File: src/rtl/uart_tx_sched.sv
// uart_tx_sched
// Two-channel transmit scheduler feeding the UART PISO shift register.
// Arbitrates between two valid/ready requesters, builds the 12-bit frame
// from the granted channel's own format, and drives the send/tx_done
// protocol with a one-tick reload gap and a stall watchdog.
//
// Build option: define UART_TX_SCHED_FIXED_PRIO_EN to replace round-robin
// arbitration with fixed priority (channel 0 always wins).

module uart_tx_sched #(
    parameter int TIMEOUT_TICKS = 14
) (
    input  logic        clk,
    input  logic        rst,
    input  logic        baud_tick,
    input  logic [1:0]  req_valid,
    input  logic [7:0]  req_data0,
    input  logic [7:0]  req_data1,
    output logic [1:0]  req_ready,
    input  logic [3:0]  cfg0,
    input  logic [3:0]  cfg1,
    output logic [11:0] frame_out,
    output logic        data_length,
    output logic        stop_bits,
    output logic [1:0]  parity_type,
    output logic        send,
    input  logic        tx_done,
    output logic        busy,
    output logic        active_ch,
    output logic        timeout_err
);

    localparam logic [1:0] ST_IDLE = 2'd0;
    localparam logic [1:0] ST_LOAD = 2'd1;
    localparam logic [1:0] ST_SEND = 2'd2;
    localparam logic [1:0] ST_GAP  = 2'd3;

    // Tick count value seen on the last tick the watchdog allows
    localparam logic [3:0] TICK_LAST = 4'(TIMEOUT_TICKS - 1);

    logic [1:0]  state;
    logic [3:0]  tick_cnt;
    logic        grant_ch;
    logic        grant_now;
    logic [7:0]  sel_data;
    logic [3:0]  sel_cfg;
    logic [11:0] sel_frame;

    // Frame layout, bit 0 first on the line: start, data LSB-first,
    // optional parity, then all ones (stop bits and idle fill are both 1).
    function automatic logic [11:0] build_frame(input logic [7:0] data,
                                                input logic       len8,
                                                input logic [1:0] ptype);
        logic [11:0] f;
        logic        par_en;
        logic        par_bit;
        f       = 12'hFFF;
        f[0]    = 1'b0;
        par_en  = ptype[1] ^ ptype[0];
        if (len8) begin
            f[8:1]  = data;
            par_bit = ptype[1] ? (^data) : (~^data);
            if (par_en) begin
                f[9] = par_bit;
            end
        end else begin
            f[7:1]  = data[6:0];
            par_bit = ptype[1] ? (^data[6:0]) : (~^data[6:0]);
            if (par_en) begin
                f[8] = par_bit;
            end
        end
        return f;
    endfunction

    assign grant_now = (state == ST_IDLE) && (|req_valid);

`ifdef UART_TX_SCHED_FIXED_PRIO_EN
    // Fixed priority: channel 1 only wins when channel 0 is not requesting
    always_comb begin
        grant_ch = ~req_valid[0];
    end
`else
    logic last_ch;

    // Round-robin: on a tie the channel served last yields
    always_comb begin
        grant_ch = 1'b0;
        if (req_valid == 2'b11) begin
            grant_ch = ~last_ch;
        end else begin
            grant_ch = req_valid[1];
        end
    end

    // Remember the last served channel; reset value makes channel 0 win first
    always_ff @(posedge clk) begin
        if (rst) begin
            last_ch <= 1'b1;
        end else if (grant_now) begin
            last_ch <= grant_ch;
        end
    end
`endif

    assign sel_data  = grant_ch ? req_data1 : req_data0;
    assign sel_cfg   = grant_ch ? cfg1 : cfg0;
    assign sel_frame = build_frame(sel_data, sel_cfg[3], sel_cfg[1:0]);

    // Capture the granted channel's frame and format; held until next grant
    always_ff @(posedge clk) begin
        if (rst) begin
            frame_out   <= 12'hFFF;
            data_length <= 1'b0;
            stop_bits   <= 1'b0;
            parity_type <= 2'b00;
            active_ch   <= 1'b0;
        end else if (grant_now) begin
            frame_out   <= sel_frame;
            data_length <= sel_cfg[3];
            stop_bits   <= sel_cfg[2];
            parity_type <= sel_cfg[1:0];
            active_ch   <= grant_ch;
        end
    end

    // Sequencer: accept, wait a tick for the load, transmit, then one idle tick
    always_ff @(posedge clk) begin
        if (rst) begin
            state       <= ST_IDLE;
            tick_cnt    <= 4'd0;
            req_ready   <= 2'b00;
            timeout_err <= 1'b0;
        end else begin
            req_ready   <= 2'b00;
            timeout_err <= 1'b0;
            case (state)
                ST_IDLE: begin
                    if (grant_now) begin
                        req_ready <= grant_ch ? 2'b10 : 2'b01;
                        state     <= ST_LOAD;
                    end
                end
                ST_LOAD: begin
                    if (baud_tick) begin
                        tick_cnt <= 4'd0;
                        state    <= ST_SEND;
                    end
                end
                ST_SEND: begin
                    if (baud_tick) begin
                        if (tx_done) begin
                            state <= ST_GAP;
                        end else if (tick_cnt == TICK_LAST) begin
                            timeout_err <= 1'b1;
                            state       <= ST_GAP;
                        end else begin
                            tick_cnt <= tick_cnt + 4'd1;
                        end
                    end
                end
                ST_GAP: begin
                    if (baud_tick) begin
                        state <= ST_IDLE;
                    end
                end
                default: begin
                    state <= ST_IDLE;
                end
            endcase
        end
    end

    assign busy = (state != ST_IDLE);
    assign send = (state == ST_SEND);

endmodule

File: config.mk
export PLATFORM = sky130hd
export DESIGN_NAME = uart_tx_sched
export DESIGN_NICKNAME = d
export VERILOG_FILES = /design/src/rtl/uart_tx_sched.sv
export SDC_FILE = /design/constraint.sdc
export NUM_CORES = 1
export LEC_CHECK = 0
export CAP_MARGIN = 20
export CORE_ASPECT_RATIO = 1.2
export CORE_MARGIN = 5
export CORE_UTILIZATION = 46
export CTS_BUF_LIST = sky130_fd_sc_hd__clkbuf_4 sky130_fd_sc_hd__clkbuf_8
export CTS_CLUSTER_DIAMETER = 120
export DETAILED_ROUTE_END_ITERATION = 6
export PLACE_DENSITY = 0.88
export RECOVER_POWER = 25
export SLEW_MARGIN = 5
export SYNTH_ARGS = -nofsm -noshare
export SYNTH_HDL_FRONTEND = slang
export SYNTH_SLANG_ARGS = --single-unit
export TNS_END_PERCENT = 100
File: constraint.sdc
create_clock -name clk -period 2.6 [get_ports clk]
set_input_delay 0.52 -clock clk [delete_from_list [all_inputs] [get_ports clk]]
set_output_delay 0.52 -clock clk [all_outputs]
set_load 0.1 [all_outputs]
-- Word-level counts from Yosys, hierarchy flattened
Cells that the tools add are included.
- register bits after elaboration: 25
- latch bits: 0
- RAM bits: 0
- memory bits (read-only): 0
- bits of input ports: 30
- output and inout bits: 22
- logic and storage cells: 65
- memories kept: 0
- $add $sub $neg: 1
- multipliers: 0
- divide/modulo/power cells: 0
- magnitude comparators: 0
- eq/ne operators: 12
- shifts and indexed selects: 0
- muxes and demuxes: 23
- bitwise operators: 6
- reduce and logical (&&, ||, !) cells: 13
- operator list (cell ; number):
    4-bit 2-to-1 mux ; 5
    8-bit 2-to-1 mux ; 2
    2-bit 2-to-1 mux ; 7
    2-bit != test, second input constant ; 6
    5-bit AND reduction ; 2
    2-bit case mux with 4 select lines ; 1
    4-bit case mux with 2 select lines ; 1
    8-bit XNOR reduction ; 1
    8-bit parity ; 1
    1-bit 2-to-1 mux ; 7
    7-bit XNOR reduction ; 1
    7-bit parity ; 1
    2-bit == test, second input constant ; 3
    1-bit inverter ; 5
    4-bit by 1-bit adder with 4-bit output, second input constant ; 1
    4-bit == test, second input constant ; 1
    2-bit nonzero test ; 2
    4-bit OR reduction ; 1
    3-bit by 1-bit != test with 1-bit output, second input constant ; 1
    3-bit OR reduction ; 1
    2-bit by 1-bit == test with 1-bit output, second input constant ; 1
    2-bit zero test ; 1
    2-bit OR reduction ; 1
    1-bit logical AND ; 1
    1-bit XOR ; 1

-- Longest topological paths before layout
- word-level depth: 7
- mapped depth: 8
- gate-level depth less buffers: 7

-- Worst setup path before layout
Ideal clock, no wire load.
- path kind: register -> register
- from: register state[0]
- to: register tick_cnt[3]
- setup time: 0.132 ns
- arrival time: 2.099 ns
- data required time: 2.468 ns
- path slack: 0.368 ns
- stages on the path, launching flop included: 8
- buffers on the path: 0
- clock period less this slack: 2.232 ns
- path through: dfxtp_1 -> inv_1 -> ha_1 -> nand2b_1 -> nor2b_1 -> a41oi_1 -> o21ai_0 -> a21oi_1
- cells in the longest elaborated chain, start to end: 3
- elaborated cells on any way between the ends: 9
- classes of those cells: 6 x eq/ne; 1 x mux; 2 x reduce/logical
- RTL lines (what ; line ; RTL):
    start, declared ; 41 ; logic [1:0] state;
    start signal, assigned ; 130 ; state <= ST_IDLE;
    start signal, assigned ; 141 ; state <= ST_LOAD;
    start signal, assigned ; 147 ; state <= ST_SEND;
    2-bit == test (*) ; - ;
    via send ; 26 ; output logic send,
    2-bit != test (no source line) / 2-bit nonzero test (equally long branches) ; - ;
    5-bit AND reduction (no source line) ; - ;
    end signal, assigned ; 158 ; tick_cnt <= tick_cnt + 4'd1;
    end, declared ; 42 ; logic [3:0] tick_cnt;
Mark *: on every way through the listed nets, which the timed path passes. The rest lies on a longest branch.
A chain may end at the register's enable or synchronous reset.

-- Final worst setup path
- from: input req_valid[1]
- to: register frame_out[9]
- cells in the longest elaborated chain, start to end: 7
- elaborated cells on any way between the ends: 12
- classes of those cells: 1 x eq/ne; 6 x mux; 1 x bitwise; 4 x reduce/logical
- RTL lines (what ; line ; RTL):
    start, declared ; 16 ; input logic [1:0] req_valid,
    2-bit == test ; 89 ; if (req_valid == 2'b11) begin
    1-bit 2-to-1 mux ; 89 ;
    8-bit 2-to-1 mux ; 106 ; assign sel_data = grant_ch ? req_data1 : req_data0;
    8-bit XNOR reduction / 8-bit parity (equally long branches) ; 62 ; par_bit = ptype[1] ? (^data) : (~^data);
    1-bit 2-to-1 mux ; 62 ;
    1-bit 2-to-1 mux ; 63 ; if (par_en) begin
    1-bit 2-to-1 mux ; 60 ; if (len8) begin
    end signal, assigned ; 119 ; frame_out <= sel_frame;
    end, declared ; 22 ; output logic [11:0] frame_out,
Parallel ways exist; a longest one is shown, timed or not.

==> insert_results.sql <==
INSERT INTO impl_metrics (metric_group, metric, value, unit) VALUES
('critical_path', 'reg2reg_to', 'state[1]$_SDFFE_PP0P_', ''),
('clocking', 'cts.root.buffer_cell', 'sky130_fd_sc_hd__clkbuf_4', ''),
('synth', 'synth.distinct_cells', '39', ''),
('clocking', 'post_cts_hold_buffer_count', '0', ''),
('sta', 'max_slew_margin', '0.203', ''),
('sta', 'finalWorstPathRequiredPeriod', '2.15', 'ns'),
('critical_path', 'start_kind', 'input pin', ''),
('pwr', 'clock_power_share', '0.089', ''),
('route', 'post-route-drc-count', '0', ''),
('clocking', 'clock_sinks', '25', ''),
('min_path', 'holdCritPathClass', 'register to register', ''),
('layout', 'layout.cells.most_common_list', '28 x sky130_fd_sc_hd__clkdlybuf4s50_1, 25 x sky130_fd_sc_hd__dfxtp_1, 19 x sky130_fd_sc_hd__nor2_1, 15 x sky130_fd_sc_hd__buf_4, 14 x sky130_fd_sc_hd__xnor2_1', ''),
('route', 'drt_iter0_markers', '33', ''),
('pwr', 'switching_power', '0.00121', 'W'),
('min_path', 'whs_endpoint', 'frame_out[0]$_SDFFE_PP1P_', ''),
('die', 'ioPinCount', '52', ''),
('pwr', 'power.density', '1120', 'nW/um^2'),
('clocking', 'worst_setup_hold_path_clk_slew', '0.14', 'ns'),
('min_path', 'hold_sp', 'frame_out[0]$_SDFFE_PP1P_', ''),
('grt', 'initial_antenna_violation_count', '0', ''),
('critical_path', 'setup.worst_path.end_class', 'register', ''),
('sta', 'number_of_setup_violations_in_the_final_report', '0', ''),
('die', 'chipHeight', '70.6', 'um'),
('synth', 'post-synth-top-area-fraction', '0.356', ''),
('pwr', 'comb_power_share', '0.649', ''),
('pwr', 'ir_drop', '0.00101', 'V'),
('grt', 'grt_pass1_vias', '1225', ''),
('synth', 'synthDominantAreaCellType', 'sky130_fd_sc_hd__dfxtp_1', ''),
('synth', 'synth_flop_cell', 'sky130_fd_sc_hd__dfxtp_1', ''),
('die', 'die_width', '60.5', 'um'),
('critical_path', 'timing_worst_setup_path_type', 'input pin to register', ''),
('layout', 'area_growth_syn_to_layout', '33.3', '%'),
('die', 'core.rowCount', '22', ''),
('pwr', 'total_power', '0.00210', 'W'),
('clocking', 'cts_resized', '0', ''),
('critical_path', 'worstPathRequired', '2.84', 'ns'),
('synth', 'synth_edf_count', '0', ''),
('critical_path', 'r2r_setup_slack', '0.81', 'ns'),
('layout', 'final_nets', '242', ''),
('sta', 'final-hold-violation-count', '0', ''),
('sta', 'max_freq', '465', 'MHz'),
('clocking', 'htreeDepth', '1', ''),
('synth', 'synth-seq-area-share', '0.356', ''),
('die', 'start_util', '0.469', ''),
('grt', 'grt_overflow', '0', ''),
('flow_run', 'number_of_maximum_capacitance_violations', '0', ''),
('clocking', 'cts_setup_buffers', '0', ''),
('synth', 'total_number_of_yosys_warnings', '0', ''),
('route', 'wirelength', '3.24', 'mm'),
('synth', 'synthesis.area', '1410', 'um^2'),
('sta', 'post-route-period-util', '0.827', ''),
('run_status', 'run_status', 'complete, no violations', ''),
('synth', 'postSynthCellCount', '156', ''),
('critical_path', 'worst_r2r_path_depth', '7', ''),
('grt', 'pin_count_of_the_biggest_net_entering_global_routing', '19', ''),
('pwr', 'power.switching_fraction', '0.576', ''),
('pwr', 'sequentialPowerShare', '0.262', ''),
('layout', 'finished_cell_area', '1880', 'um^2'),
('critical_path', 'timing.rr.start', 'state[0]$_SDFFE_PP0P_', ''),
('synth', 'syn_area_cell', '9.02', 'um^2'),
('sta', 'clock_skew', '0.00271', 'ns'),
('layout', 'mostFrequentLayoutCell', 'sky130_fd_sc_hd__clkdlybuf4s50_1', ''),
('layout', 'antenna_diode_count', '0', ''),
('die', 'coreArea', '3000', 'um^2'),
('layout', 'finish.cell_count_without_fillers', '241', ''),
('sta', 'totalNegativeSetupSlack', '0', 'ns'),
('pwr', 'p_leak', '0.744', 'nW'),
('place', 'dp_hpwl', '2.62', 'mm'),
('critical_path', 'worstPathArrival', '2.40', 'ns'),
('sta', 'unrepaired_setup_endpoints_after_global_routing', 'false', ''),
('clocking', 'tritoncts', 'built', '');
[power by group through the flow]
stage | Sequential [W] | Clock, W | Combinational, W
finish | 0.000550 | 0.000186 | 0.00136
global route | 0.000564 | 0.000206 | 0.00143
CTS | 0.000552 | 0.000191 | 0.00140
detailed placement | 0.000561 | 0 | 0.00140
global placement | 0.000554 | 0 | 0.00138
floorplan | 0.00119 | 0 | 0.000455
[cell type report]
cell class                 instances  area [um^2]
timing repair buffer              53          437
fill                             285         1120
sequential                        25          500
inverter                           6         22.5
clock buffer                       4         30.0
multi-input combinational        117          842
tap                               36         45.0
[cells by family (layout without fill, tap and decap cells)]
family,after synthesis,count (layout),share of synthesized area
AO/OA/AOI/OAI,31,31,0.148
XOR/XNOR,17,17,0.116
adder cells (fa/ha/maj),6,6,0.0533
buffers and inverters,15,63,0.0515
flip-flops,25,25,0.356
multiplexers,13,13,0.0951
other,1,2,0.00266
AND/OR/NAND/NOR,48,48,0.178
[routing by layer]
| layer | vias to the layer above | track usage | part of all wire |
|---|---|---|---|
| met5 | - | 0 | 0 |
| li1 | 642 | - | - |
| met4 | 0 | 0.0482 | 0.013 |
| met2 | 42 | 0.267 | 0.49 |
| met3 | 6 | 0.0274 | 0.071 |
| met1 | 598 | 0.192 | 0.43 |
[sequential cells by signal (all words and copies together) (netlist names)]
| name | cells |
|---|---|
| req_ready | 2 |
| tick_cnt | 4 |
| timeout_err | 1 |
| stop_bits | 1 |
| state | 2 |
| data_length | 1 |
| parity_type | 2 |
| frame_out | 10 |
| active_ch | 1 |
| last_ch | 1 |
[cell usage after synthesis (4+ instances only)]
| library cell | instances |
|---|---|
| sky130_fd_sc_hd__a211o_1 | 7 |
| sky130_fd_sc_hd__a211oi_1 | 5 |
| sky130_fd_sc_hd__a21oi_1 | 8 |
| sky130_fd_sc_hd__clkbuf_1 | 5 |
| sky130_fd_sc_hd__dfxtp_1 | 25 |
| sky130_fd_sc_hd__ha_1 | 6 |
| sky130_fd_sc_hd__inv_1 | 6 |
| sky130_fd_sc_hd__mux2i_1 | 12 |
| sky130_fd_sc_hd__nand2_1 | 4 |
| sky130_fd_sc_hd__nand3_1 | 4 |
| sky130_fd_sc_hd__nand3b_1 | 4 |
| sky130_fd_sc_hd__nor2_1 | 19 |
| sky130_fd_sc_hd__nor3_1 | 5 |
| sky130_fd_sc_hd__o21ai_0 | 4 |
| sky130_fd_sc_hd__xnor2_1 | 14 |
[through the flow]
stage	hold WS (ns)	utilization	setup slack, ns
2_1_floorplan	0.462	-	0.368
3_3_place_gp	0.443	0.627	0.153
3_5_place_dp	0.445	0.627	0.0990
4_1_cts	0.484	0.637	0.436
5_1_grt	0.503	0.626	0.372
6_report	0.480	0.626	0.449
[worst max-delay path, stage by stage]
cell,delay (ns)
sky130_fd_sc_hd__clkdlybuf4s50_1,0.51
sky130_fd_sc_hd__a21boi_2,0.24
sky130_fd_sc_hd__mux2i_2,0.28
sky130_fd_sc_hd__xnor3_1,0.42
sky130_fd_sc_hd__and4_1,0.21
sky130_fd_sc_hd__nor4_2,0.22
[how the worst max path moves through the flow]
stage,depth (start not counted),slack (ns),from,end
final,6,0.45,req_valid[1],frame_out[9]$_SDFFE_PP1P_
after global routing,6,0.37,req_valid[1],frame_out[9]$_SDFFE_PP1P_
after CTS,6,0.44,req_valid[1],frame_out[9]$_SDFFE_PP1P_
after detailed placement,6,0.1,req_valid[1],frame_out[9]$_SDFFE_PP1P_
after global placement,6,0.15,req_valid[1],frame_out[9]$_SDFFE_PP1P_
after floorplan,7,0.37,state[0]$_SDFFE_PP0P_,tick_cnt[3]$_SDFFE_PP0P_
No activity file was read; power rests on OpenSTA's default activity.
